File: src/rtl/nibble_alu_sequencer_pkg.sv
// Shared types for the nibble-serial ALU sequencer.
// Nibble width, sequencer states and ALU command encodings.
package nibble_alu_sequencer_pkg;

  localparam int NIBBLE_W    = 4;
  localparam int NIBBLES_DEF = 8;
  localparam int CMD_W_DEF   = 4;

  typedef enum logic [1:0] {
    IDLE,
    RUN,
    DONE
  } SeqState;

  typedef logic [$clog2(NIBBLES_DEF)-1:0] NibbleIdx;

  typedef logic [CMD_W_DEF-1:0] AluCmd;

  typedef enum logic [CMD_W_DEF-1:0] {
    ALU_ADD = 4'd0,
    ALU_SUB = 4'd1,
    ALU_AND = 4'd2,
    ALU_OR  = 4'd3,
    ALU_XOR = 4'd4
  } AluCtrl;

endpackage

File: src/rtl/nibble_alu_sequencer_idx_counter.sv
// Resettable nibble index counter with clear, enable and terminal count.
// Wraps to zero on the enabled terminal-count edge.
module nibble_idx_counter #(
  parameter int W   = 3,
  parameter int MAX = 7
) (
  input  logic         clk,
  input  logic         reset,
  input  logic         clear,
  input  logic         en,
  output logic [W-1:0] idx,
  output logic         tc
);

  logic [W-1:0] idx_q;

  assign idx = idx_q;
  assign tc  = (idx_q == W'(MAX));

  always_ff @(posedge clk or posedge reset) begin
    if (reset) begin
      idx_q <= '0;
    end else if (clear) begin
      idx_q <= '0;
    end else if (en) begin
      idx_q <= tc ? '0 : idx_q + W'(1);
    end
  end

endmodule

File: src/rtl/nibble_alu_sequencer.sv
// Runs a 4-bit ALU over a full word, one nibble per cycle, LSB first.
// Latches the request, ripples carry, and returns result/carry/zero.
module nibble_alu_sequencer
  import nibble_alu_sequencer_pkg::*;
#(
  parameter  int NIBBLES = 8,
  parameter  int CMD_W   = 4,
  localparam int WORD_W  = NIBBLES * NIBBLE_W
) (
  input  logic              clk,
  input  logic              reset,
  input  logic              req_valid,
  output logic              req_ready,
  input  logic [WORD_W-1:0] req_a,
  input  logic [WORD_W-1:0] req_b,
  input  logic [CMD_W-1:0]  req_cmd,
  input  logic              req_carry_in,
  output logic [3:0]        alu_d1,
  output logic [3:0]        alu_d2,
  output logic [CMD_W-1:0]  alu_cmd,
  output logic              alu_carry_in,
  input  logic [3:0]        alu_res,
  input  logic              alu_carry_out,
  output logic              rsp_valid,
  input  logic              rsp_ready,
  output logic [WORD_W-1:0] rsp_result,
  output logic              rsp_carry,
  output logic              rsp_zero
);

  localparam int IDX_W = (NIBBLES > 1) ? $clog2(NIBBLES) : 1;

  SeqState state_q, state_d;

  logic [WORD_W-1:0] a_q, b_q, result_q, result_d;
  logic [CMD_W-1:0]  cmd_q;
  logic              carry_q;
  logic              zero_q;
  logic [IDX_W-1:0]  idx;
  logic              tc;
  logic              accept;
  logic              run;

  nibble_idx_counter #(
    .W   (IDX_W),
    .MAX (NIBBLES - 1)
  ) u_idx (
    .clk   (clk),
    .reset (reset),
    .clear (accept),
    .en    (run),
    .idx   (idx),
    .tc    (tc)
  );

  always_comb begin
    state_d   = state_q;
    req_ready = 1'b0;
    rsp_valid = 1'b0;
    accept    = 1'b0;
    run       = 1'b0;
    unique case (state_q)
      IDLE: begin
        req_ready = !reset;
        if (req_valid && !reset) begin
          accept  = 1'b1;
          state_d = RUN;
        end
      end
      RUN: begin
        run = 1'b1;
        if (tc) state_d = DONE;
      end
      DONE: begin
        rsp_valid = 1'b1;
        if (rsp_ready) state_d = IDLE;
      end
      default: state_d = IDLE;
    endcase
  end

  always_ff @(posedge clk or posedge reset) begin
    if (reset) state_q <= IDLE;
    else       state_q <= state_d;
  end

  // Insert the ALU nibble at the current index
  always_comb begin
    result_d = result_q;
    result_d[idx*NIBBLE_W +: NIBBLE_W] = alu_res;
  end

  always_ff @(posedge clk or posedge reset) begin
    if (reset) begin
      a_q      <= '0;
      b_q      <= '0;
      cmd_q    <= '0;
      carry_q  <= 1'b0;
      result_q <= '0;
      zero_q   <= 1'b0;
    end else if (accept) begin
      a_q      <= req_a;
      b_q      <= req_b;
      cmd_q    <= req_cmd;
      carry_q  <= req_carry_in;
      result_q <= '0;
      zero_q   <= 1'b0;
    end else if (run) begin
      result_q <= result_d;
      carry_q  <= alu_carry_out;
      if (tc) zero_q <= (result_d == '0);
    end
  end

  // Operand nibbles are gated outside RUN to keep the ALU quiet
  assign alu_d1       = run ? a_q[idx*NIBBLE_W +: NIBBLE_W] : 4'h0;
  assign alu_d2       = run ? b_q[idx*NIBBLE_W +: NIBBLE_W] : 4'h0;
  assign alu_carry_in = run & carry_q;
  assign alu_cmd      = cmd_q;

  assign rsp_result = result_q;
  assign rsp_carry  = carry_q;
  assign rsp_zero   = zero_q;

endmodule
File: config.mk
export PLATFORM = sky130hd
export DESIGN_NAME = nibble_alu_sequencer
export DESIGN_NICKNAME = d
export VERILOG_FILES = /design/src/rtl/nibble_alu_sequencer_pkg.sv /design/src/rtl/nibble_alu_sequencer_idx_counter.sv /design/src/rtl/nibble_alu_sequencer.sv
export SDC_FILE = /design/constraint.sdc
export NUM_CORES = 1
export LEC_CHECK = 0
export ABC_AREA = 1
export CAP_MARGIN = 10
export CELL_PAD_IN_SITES_DETAIL_PLACEMENT = 0
export CELL_PAD_IN_SITES_GLOBAL_PLACEMENT = 1
export CORE_AREA = 2 2 138 140
export CTS_CLUSTER_DIAMETER = 50
export DETAILED_ROUTE_END_ITERATION = 6
export DIE_AREA = 0 0 140 142
export GPL_TIMING_DRIVEN = 0
export HOLD_SLACK_MARGIN = 0.05
export MAX_ROUTING_LAYER = met4
export PLACE_DENSITY_LB_ADDON = 0.1
export SLEW_MARGIN = 10
export SYNTH_ARGS = -nofsm -noshare
export SYNTH_HDL_FRONTEND = slang
export SYNTH_SLANG_ARGS = --single-unit
File: constraint.sdc
create_clock -name clk -period 4.7 [get_ports clk]
set_clock_uncertainty 0.15 [all_clocks]
set_input_delay 0.47 -clock clk [delete_from_list [all_inputs] [get_ports clk]]
set_output_delay 0.47 -clock clk [all_outputs]
set_load 0.1 [all_outputs]
### Word-level counts from Yosys, hierarchy flattened

Cells that the tools add are included.

| word-level totals | value |
|---|---|
| flip-flop bits (word level) | 107 |
| output and inout bits | 49 |
| logic and storage cells | 51 |

| operators by class | value |
|---|---|
| add/subtract/negate cells | 2 |
| equality and inequality tests | 6 |
| shift-type cells | 4 |
| mux-type cells | 22 |
| bitwise gates (word level) | 1 |
| reduce and logical (&&, ||, !) cells | 8 |

Operators by type and width:

| operator | count |
|---|---|
| two-way mux 32 bit | 2 |
| variable part select 32 x 6 -> 4 bit | 2 |
| negation 5 -> 34 bit | 1 |
| variable shift 4 x 34 -> 32 bit (first input constant) | 1 |
| variable part select 4 x 34 -> 32 bit | 1 |
| bitwise mux 32 bit | 1 |
| logical NOT 32 bit | 1 |
| two-way mux 1 bit | 10 |
| two-way mux 3 bit | 3 |
| two-way mux 4 bit | 2 |
| two-way mux 2 bit | 3 |
| one-hot mux 2 bit (3 select lines) | 1 |
| != test 2 bit (second input constant) | 2 |
| nonzero test 2 bit | 2 |
| adder 3 x 1 -> 3 bit (second input constant) | 1 |
| == test 3 bit (second input constant) | 1 |
| AND reduction 3 bit | 1 |
| == test 2 x 1 -> 1 bit (second input constant) | 1 |
| == test 2 bit (second input constant) | 1 |
| logical NOT 2 bit | 1 |
| != test 2 x 1 -> 1 bit (second input constant) | 1 |
| AND reduction 2 bit | 1 |
| AND 1 bit | 1 |
| logical AND 1 bit | 1 |
| logical NOT 1 bit | 1 |

### Logic depth before layout (Yosys ltp)

Gate-level depths: netlist (run 1).

| depth | value |
|---|---|
| word-level depth | 7 |
| mapped depth | 16 |
| gate-level depth less buffers | 15 |

### By module

From an unflattened synthesis (run 1), not the netlist that was laid out.

| second synthesis, totals | value |
|---|---|
| cells, all modules | 736 |
| area total of the unflattened synthesis | 5,482.8 µm² |

By module, submodules not included:

| module | times used | cells an instance | area an instance (µm²) |
|---|---|---|---|
| nibble_alu_sequencer | 1 | 716 | 5,323.9 |
| nibble_idx_counter | 1 | 20 | 158.9 |

### Worst setup path after synthesis (run 1)

Ideal clock, no wire load.

| timing path | value |
|---|---|
| kind | input port to flip-flop |
| start | input port reset |
| end | register result_q[10], in the netlist rsp_result[10] |
| library setup time | 0.141 ns |
| arrival | 3.799 ns |
| data required time | 4.409 ns |
| slack | 0.609 ns |
| stages | 7 |
| path buffers | 1 |
| cells stage by stage | inv_1 -> nand3_2 -> inv_2 -> nor2_4 -> inv_2 -> buf_2 -> o22ai_1 |

| between the ends | value |
|---|---|
| cells in the longest elaborated chain, start to end | 5 |
| elaborated cells between the ends (all ways) | 6 |

RTL lines:

| what | line | source |
|---|---|---|
| from (decl) | nibble_alu_sequencer.sv:11 | `input logic reset,` |
| logical NOT 1 bit (no line) (*) | -- |  |
| logical AND 1 bit (*) | nibble_alu_sequencer.sv:65 | `if (req_valid && !reset) begin` |
| two-way mux 1 bit (*) | nibble_alu_sequencer.sv:65 |  |
| two-way mux 1 bit (*) | nibble_alu_sequencer.sv:62 | `unique case (state_q)` |
| two-way mux 32 bit or nonzero test 2 bit (tied branches) | -- |  |
| to (signal assigned) | nibble_alu_sequencer.sv:109 | `result_q <= result_d;` |
| to (decl) | nibble_alu_sequencer.sv:35 | `logic [WORD_W-1:0] a_q, b_q, result_q, result_d;` |

Every way passes the cells marked *; elsewhere a longest branch is shown, timed or not.
A chain may end at the register's enable or synchronous reset.

### Worst setup path in the final report (run 1)

| timing path | value |
|---|---|
| start | register u_idx.idx_q[1], in the netlist u_idx.idx[1] |
| end | output port alu_d1[2] |

| between the ends | value |
|---|---|
| cells in the longest elaborated chain, start to end | 2 |

RTL lines:

| what | line | source |
|---|---|---|
| from (decl) | nibble_alu_sequencer_idx_counter.sv:15 | `logic [W-1:0] idx_q;` |
| from (signal assigned) | nibble_alu_sequencer_idx_counter.sv:26 | `idx_q <= tc ? '0 : idx_q + W'(1);` |
| variable part select 32 x 6 -> 4 bit | nibble_alu_sequencer.sv:116 | `assign alu_d1 = run ? a_q[idx*NIBBLE_W +: NIBBLE_W] : 4'h0;` |
| two-way mux 4 bit | nibble_alu_sequencer.sv:116 |  |
| to (decl) | nibble_alu_sequencer.sv:18 | `output logic [3:0] alu_d1,` |

Every way passes these cells.

==> results.md, run 1 <==
* Initial antenna violation count at 0
* Total GRT Usage at 18.4%
* Top cell by count, worst path: o21ai_0
* Via count at 5183
* Post-synthesis simple-gate area fraction at 28.8%
* Core area at 18500 sq um
* Synth Area in Compound Gates at 12.7%
* EDFF count, synth at 0
* Main combinational cell family by area after synthesis: simple AND/OR/NAND/NOR gates
* Gpl congestion at 0.865
* Syn Inst Count at 715
* Crit path kind: reg2out
* Yosys reg bits at 107
* Row cnt at 50
* Hold_sp: b_q[26]
* Wire length per cell at 15.9 um
* Max Fclk at 240 MHz
* Die H at 142 um
* Netlist Area Pre-Place at 5390 sq um
* Footprint of the multi-input gates at 2340 sq um
* ANT nets after route at 0
* Final-report setup violation count at 0
* WP data required at 4.08 ns
* CP bufs+invs at 3
* Post-CTS Setup Bufs at 0
* Synth Net Count at 801
* Drt pass-1 iters at 7
* Placed cell areas at 6980 sq um
* Die area at 19900 sq um
* Port bufs at 126
* Final layout net count at 939
* Max-cap viol count at 0
* Post-CTS Resized at 0
* Hold Path Depth at 2
* Crit-path max FO at 11
* Largest stage delay, worst path at 1.17 ns
* Post-synthesis area per instance at 7.54 sq um
* Fraction of registers with async set/reset at 100%
* Clock net sink count at 107
* Synth area leader: dfrtp_1
* Number of CTS-inserted buffers at 9
* Crit-path leading delay family: buffers and inverters
* Reg2reg path depth at 15
* Nature of the critical path startpoint: flop
* CTS tree: done
* Clk buf depth at 2
* Initial Util at 29.2%
* Layout Cell Area excl Fill at 7270 sq um
* Slowest CP cell: clkdlybuf4s50_1
* Storage cell area at 2680 sq um
* Final count of pins violating max slew at 0
* Relative slew slack at 32.1%
* Dpl hpwl at 13200 um
* Netlist cell types at 28
* Synth area leaders: dfrtp_1, nand2_1, o21ai_0
* Grt ovf at 0
* Largest net degree at the start of global routing at 67
* Ant diodes at 0
* Ports at 127
* Arrival @ worst endpoint at 3.55 ns
* Vias/cell at 4.75
* Worst Setup SP: u_idx.idx[1]
* Status: finished with violations
* Worst r2r src: u_idx.idx[1]
* Vias in the first global route at 5104
* CTS Hold Bufs at 0
* Clock-pin transition on the worst setup and hold timing paths at 0.07 ns
* Ys flop type: dfrtp_1
* Layout area overhead at 34.8%
* Crit. End Element: output port
* # fillers at 1949
* Share of layout cells above drive strength 1 at 4.78%
* Clk_lat worst skew at 0.36 ns
* Hold-critical path endpoint: b_q[26]
* Count leader, synth: nand2_1
* DR iter-0 viols at 289
* Top cells by count, synth: nand2_1, dfrtp_1, o21ai_0, nor2_1, inv_1
* Final hold vios at 0
* Register area share after synthesis at 49.6%
* DRC viols at 8
* Tightest Pin Transition at 1.02 ns
* CTS root buffer: clkbuf_16
* Final period util at 88.7%
* FF-to-FF setup slack at 1.34 ns
* Adder-Cell Fraction of Synth Area at 1.86%
* CP Cell Sequence: inv_2 > clkbuf_1 > o21ai_0 > o22ai_1 > o21ai_0 > a31oi_1 > clkdlybuf4s50_1
* Final wirelength at 17400 um
* Reg-to-reg critical path endpoint: rsp_zero
* Yosys Warn Count at 0
* RSZ-0062 raised after global routing: no
* Die width at 140 um
* Hold WC Path Type: reg2reg
* Synth top area share at 49.6%
* Synth Area in XOR/XNOR at 0%
* Setup_tns at 0 ns
* Final worst path period need at 4.17 ns
* First-pass GRT wire length at 27400 um
* Mux contribution to synthesized area at 0%
* Critical Path Stages at 7
* H-tree depth at 3
* Failing checks: design-rule violations
-- through the flow --
step / worst slack (ns) / utilization [%] / std cells / hold slack, ns
final: 0.531 / 39.4 / 1092 / 0.330
after global routing: 0.398 / 39.4 / 1092 / 0.353
after CTS: 0.545 / 39.4 / 1092 / 0.330
after detailed placement: 0.937 / 37.8 / 1076 / 0.310
after global placement: -1.77 / 37.6 / 1075 / 0.309
after floorplan: 0.609 / - / 715 / 0.294
-- final cells by class --
class	instances	area share [%]
plain buffers	33	2.10
clock buffers	10	3.15
clock inverters	6	0.860
inverters	59	3.11
multi-input cells	516	32.2
flip-flops and latches	107	36.8
well taps	234	4.03
repair buffers	127	17.7
-- worst min-delay path, stage by stage, from the launching register on --
cell and delay, ns:
dfrtp_1 0.34, nand2_1 0.06, nand2_1 0.05
-- cells by family (layout without fill, tap and decap cells) --
kind of cell,after synthesis,count (layout)
flip-flops,107,107
buffers and inverters,92,235
AO/OA/AOI/OAI,122,122
adder cells (fa/ha/maj),8,8
AND/OR/NAND/NOR,386,386
-- how the worst max path moves through the flow --
stage	to	slack, ns
after floorplan	rsp_result[10]	0.61
after CTS	alu_d1[2]	0.54
after global routing	alu_d1[2]	0.40
after global placement	rsp_result[7]	-1.77
final	alu_d1[2]	0.53
after detailed placement	alu_d1[2]	0.94
-- layout by cell type (no fill, tap or decap), types with 3 or more instances in the layout --
| cell type | n |
|---|---|
| nand2_1 | 288 |
| clkdlybuf4s50_1 | 126 |
| dfrtp_1 | 107 |
| o21ai_0 | 62 |
| nor2_1 | 54 |
| inv_1 | 52 |
| o22ai_1 | 31 |
| nand3_1 | 25 |
| clkbuf_1 | 21 |
| a21oi_1 | 11 |
| clkbuf_16 | 9 |
| nand4_1 | 8 |
| a31oi_1 | 8 |
| ha_1 | 8 |
| inv_2 | 6 |
| buf_2 | 5 |
| buf_1 | 4 |
| a22o_1 | 4 |
| o211ai_1 | 4 |
| inv_6 | 3 |
| nor2_4 | 3 |
| clkinv_2 | 3 |
-- metal layers --
layer	vias up	track usage, %	wire (um)
met1	2470	23.5	7880
met2	120	31.1	8790
li1	2577	-	-
met4	0	4.25	148
met3	16	2.59	581
met5	-	-	0
-- registers in the layout (all words and copies together), names as in the netlist --
register and cells:
alu_cmd 4, rsp_zero 1, rsp_result 32, a_q 32, u_idx.idx 3, rsp_carry 1
state_q 2, b_q 32
Power of run 1 is left out: the tool's default activity adds up to more than one toggle a clock period on the data nets, which glitch-free logic cannot reach.
==> inputs of run 2 (changes only) <==
GPL_TIMING_DRIVEN = not set   (was 0)
==> results.md, run 2 (synthesis gave the netlist of run 1 again) <==
* Fin cells at 1064 (was 1092)
* Vias in the first global route at 4919 (was 5104)
* Row cnt at 50 (unchanged)
* Initial Util at 29.2% (unchanged)
* Crit path kind: reg2out (unchanged)
* Largest net degree at the start of global routing at 82 (was 67)
* Max-cap viol count at 0 (unchanged)
* Clk_lat worst skew at 0.35 ns (was 0.36 ns)
* Layout Cell Area excl Fill at 7130 sq um (was 7270 sq um)
* Share of layout cells above drive strength 1 at 5.54% (was 4.78%)
* Core area at 18500 sq um (unchanged)
* Final worst path period need at 3.18 ns (was 4.17 ns)
* Dpl hpwl at 11300 um (was 13200 um)
* Post-CTS Setup Bufs at 0 (unchanged)
* Gpl congestion at 0.832 (was 0.865)
* Reg-to-reg critical path endpoint: rsp_zero (unchanged)
* Clock net sink count at 107 (unchanged)
* Max Fclk at 315 MHz (was 240 MHz)
* Crit-path leading delay family: buffers and inverters (unchanged)
* Setup_tns at 0 ns (unchanged)
* Hold-critical path endpoint: a_q[6] (was b_q[26])
* Initial antenna violation count at 0 (unchanged)
* Hold_sp: a_q[6] (was b_q[26])
* First-pass GRT wire length at 26100 um (was 27400 um)
* CTS tree: done (unchanged)
* Fin util at 38.6% (was 39.4%)
* Drt pass-1 iters at 7 (unchanged)
* Most frequent cells in the layout: nand2_1, clkdlybuf4s50_1, dfrtp_1 (unchanged)
* Die area at 19900 sq um (unchanged)
* RSZ-0062 raised after global routing: no (unchanged)
* Nature of the critical path startpoint: flop (unchanged)
* Layout area overhead at 32.1% (was 34.8%)
* Failing checks: design-rule violations (unchanged)
* Via count at 5025 (was 5183)
* Die H at 142 um (unchanged)
* Vias/cell at 4.72 (was 4.75)
* H-tree depth at 3 (unchanged)
* DR iter-0 viols at 285 (was 289)
* Total GRT Usage at 17.2% (was 18.4%)
* ANT nets after route at 0 (unchanged)
* Hold Path Depth at 2 (unchanged)
* Final-report setup violation count at 0 (unchanged)
* Die width at 140 um (unchanged)
* Final period util at 67.6% (was 88.7%)
* Relative slew slack at 27.6% (was 32.1%)
* Tightest Pin Transition at 1.08 ns (was 1.02 ns)
* Grt ovf at 0 (unchanged)
* Slowest CP cell: inv_1 (was clkdlybuf4s50_1)
* CP bufs+invs at 4 (was 3)
* Final wirelength at 16400 um (was 17400 um)
* DP Cell Count at 1048 (was 1076)
* CTS Hold Bufs at 0 (unchanged)
* Crit. End Element: output port (unchanged)
* Final count of pins violating max slew at 0 (unchanged)
* Post-CTS Resized at 0 (unchanged)
* Reg2reg path depth at 14 (was 15)
* Final hold vios at 0 (unchanged)
* Number of CTS-inserted buffers at 9 (unchanged)
* Ant diodes at 0 (unchanged)
* Final layout net count at 911 (was 939)
* WP data required at 4.08 ns (about the same)
* Arrival @ worst endpoint at 2.56 ns (was 3.55 ns)
* CTS root buffer: clkbuf_16 (unchanged)
* Most common cell after layout, fill and taps aside: nand2_1 (unchanged)
* Ports at 127 (unchanged)
* Worst r2r src: u_idx.idx[0] (was u_idx.idx[1])
* Hold WC Path Type: reg2reg (unchanged)
* Clock-pin transition on the worst setup and hold timing paths at 0.08 ns (was 0.07 ns)
* Clk buf depth at 2 (unchanged)
* Port bufs at 126 (unchanged)
* Wire length per cell at 15.4 um (was 15.9 um)
* FF-to-FF setup slack at 1.67 ns (was 1.34 ns)
* Placed cell areas at 6820 sq um (was 6980 sq um)
* DRC viols at 8 (unchanged)
* CP Cell Sequence: inv_1 > nand2_1 > buf_4 > inv_1 > o21ai_0 > a31oi_1 > buf_4 (was inv_2 > clkbuf_1 > o21ai_0 > o22ai_1 > o21ai_0 > a31oi_1 > clkdlybuf4s50_1)
* Crit-path max FO at 31 (was 11)
* Status: finished with violations (unchanged)
* Largest stage delay, worst path at 0.55 ns (was 1.17 ns)
==> run 2: cell types whose count changed in the layout (fill, tap and decap cells not counted), moves of 2 or more <==
| cell | delta |
|---|---|
| buf_6 | -2 |
| clkbuf_1 | -20 |
| clkinvlp_4 | +3 |
| buf_1 | -4 |
| buf_2 | -5 |
| inv_6 | -2 |
| buf_4 | +12 |
| clkinv_2 | -3 |
| clkdlybuf4s50_1 | -8 |
==> run 2: worst max path at each step <==
stage | cells after the start | start | end | slack [ns]
after CTS | 7 | state_q[1] | alu_d1[3] | 1.44
after detailed placement | 11 | reset | rsp_zero | 1.41
after global routing | 7 | state_q[1] | alu_d1[0] | 1.34
final | 7 | state_q[1] | alu_d1[0] | 1.52
after floorplan | 7 | reset | rsp_result[10] | 0.61
after global placement | 11 | reset | rsp_zero | 1.43
==> run 2: per-stage QoR <==
stage          hold slack (ns)  setup WS (ns)
2_1_floorplan            0.294          0.609
3_3_place_gp             0.310           1.43
3_5_place_dp             0.310           1.41
4_1_cts                  0.330           1.44
5_1_grt                  0.344           1.34
6_report                 0.325           1.52
==> run 2: cell type report <==
| cell class | count | area [sq um] |
|---|---|---|
| well taps | 234 | 293 |
| multi-input cells | 516 | 2340 |
| fillers | 1940 | 11300 |
| inverters | 59 | 224 |
| repair buffers | 132 | 1290 |
| clock inverters | 6 | 72.6 |
| clock buffers | 10 | 229 |
| flip-flops and latches | 107 | 2680 |
==> run 2: worst reg2reg max path, delay by kind of cell, from the launching register on <==
family                   cells  cell delay, ns
buffers and inverters        2            0.64
AND/OR/NAND/NOR             10            1.18
flip-flops                   1            0.41
adder cells (fa/ha/maj)      2            0.59
==> run 2: per-layer routing <==
metal	wire (um)	track usage (%)	vias up
met4	214	5.85	0
li1	-	-	2524
met1	7540	22.1	2400
met2	8200	28.7	89
met3	398	1.92	12
met5	0	-	-
Power of run 2 is left out for the same reason.
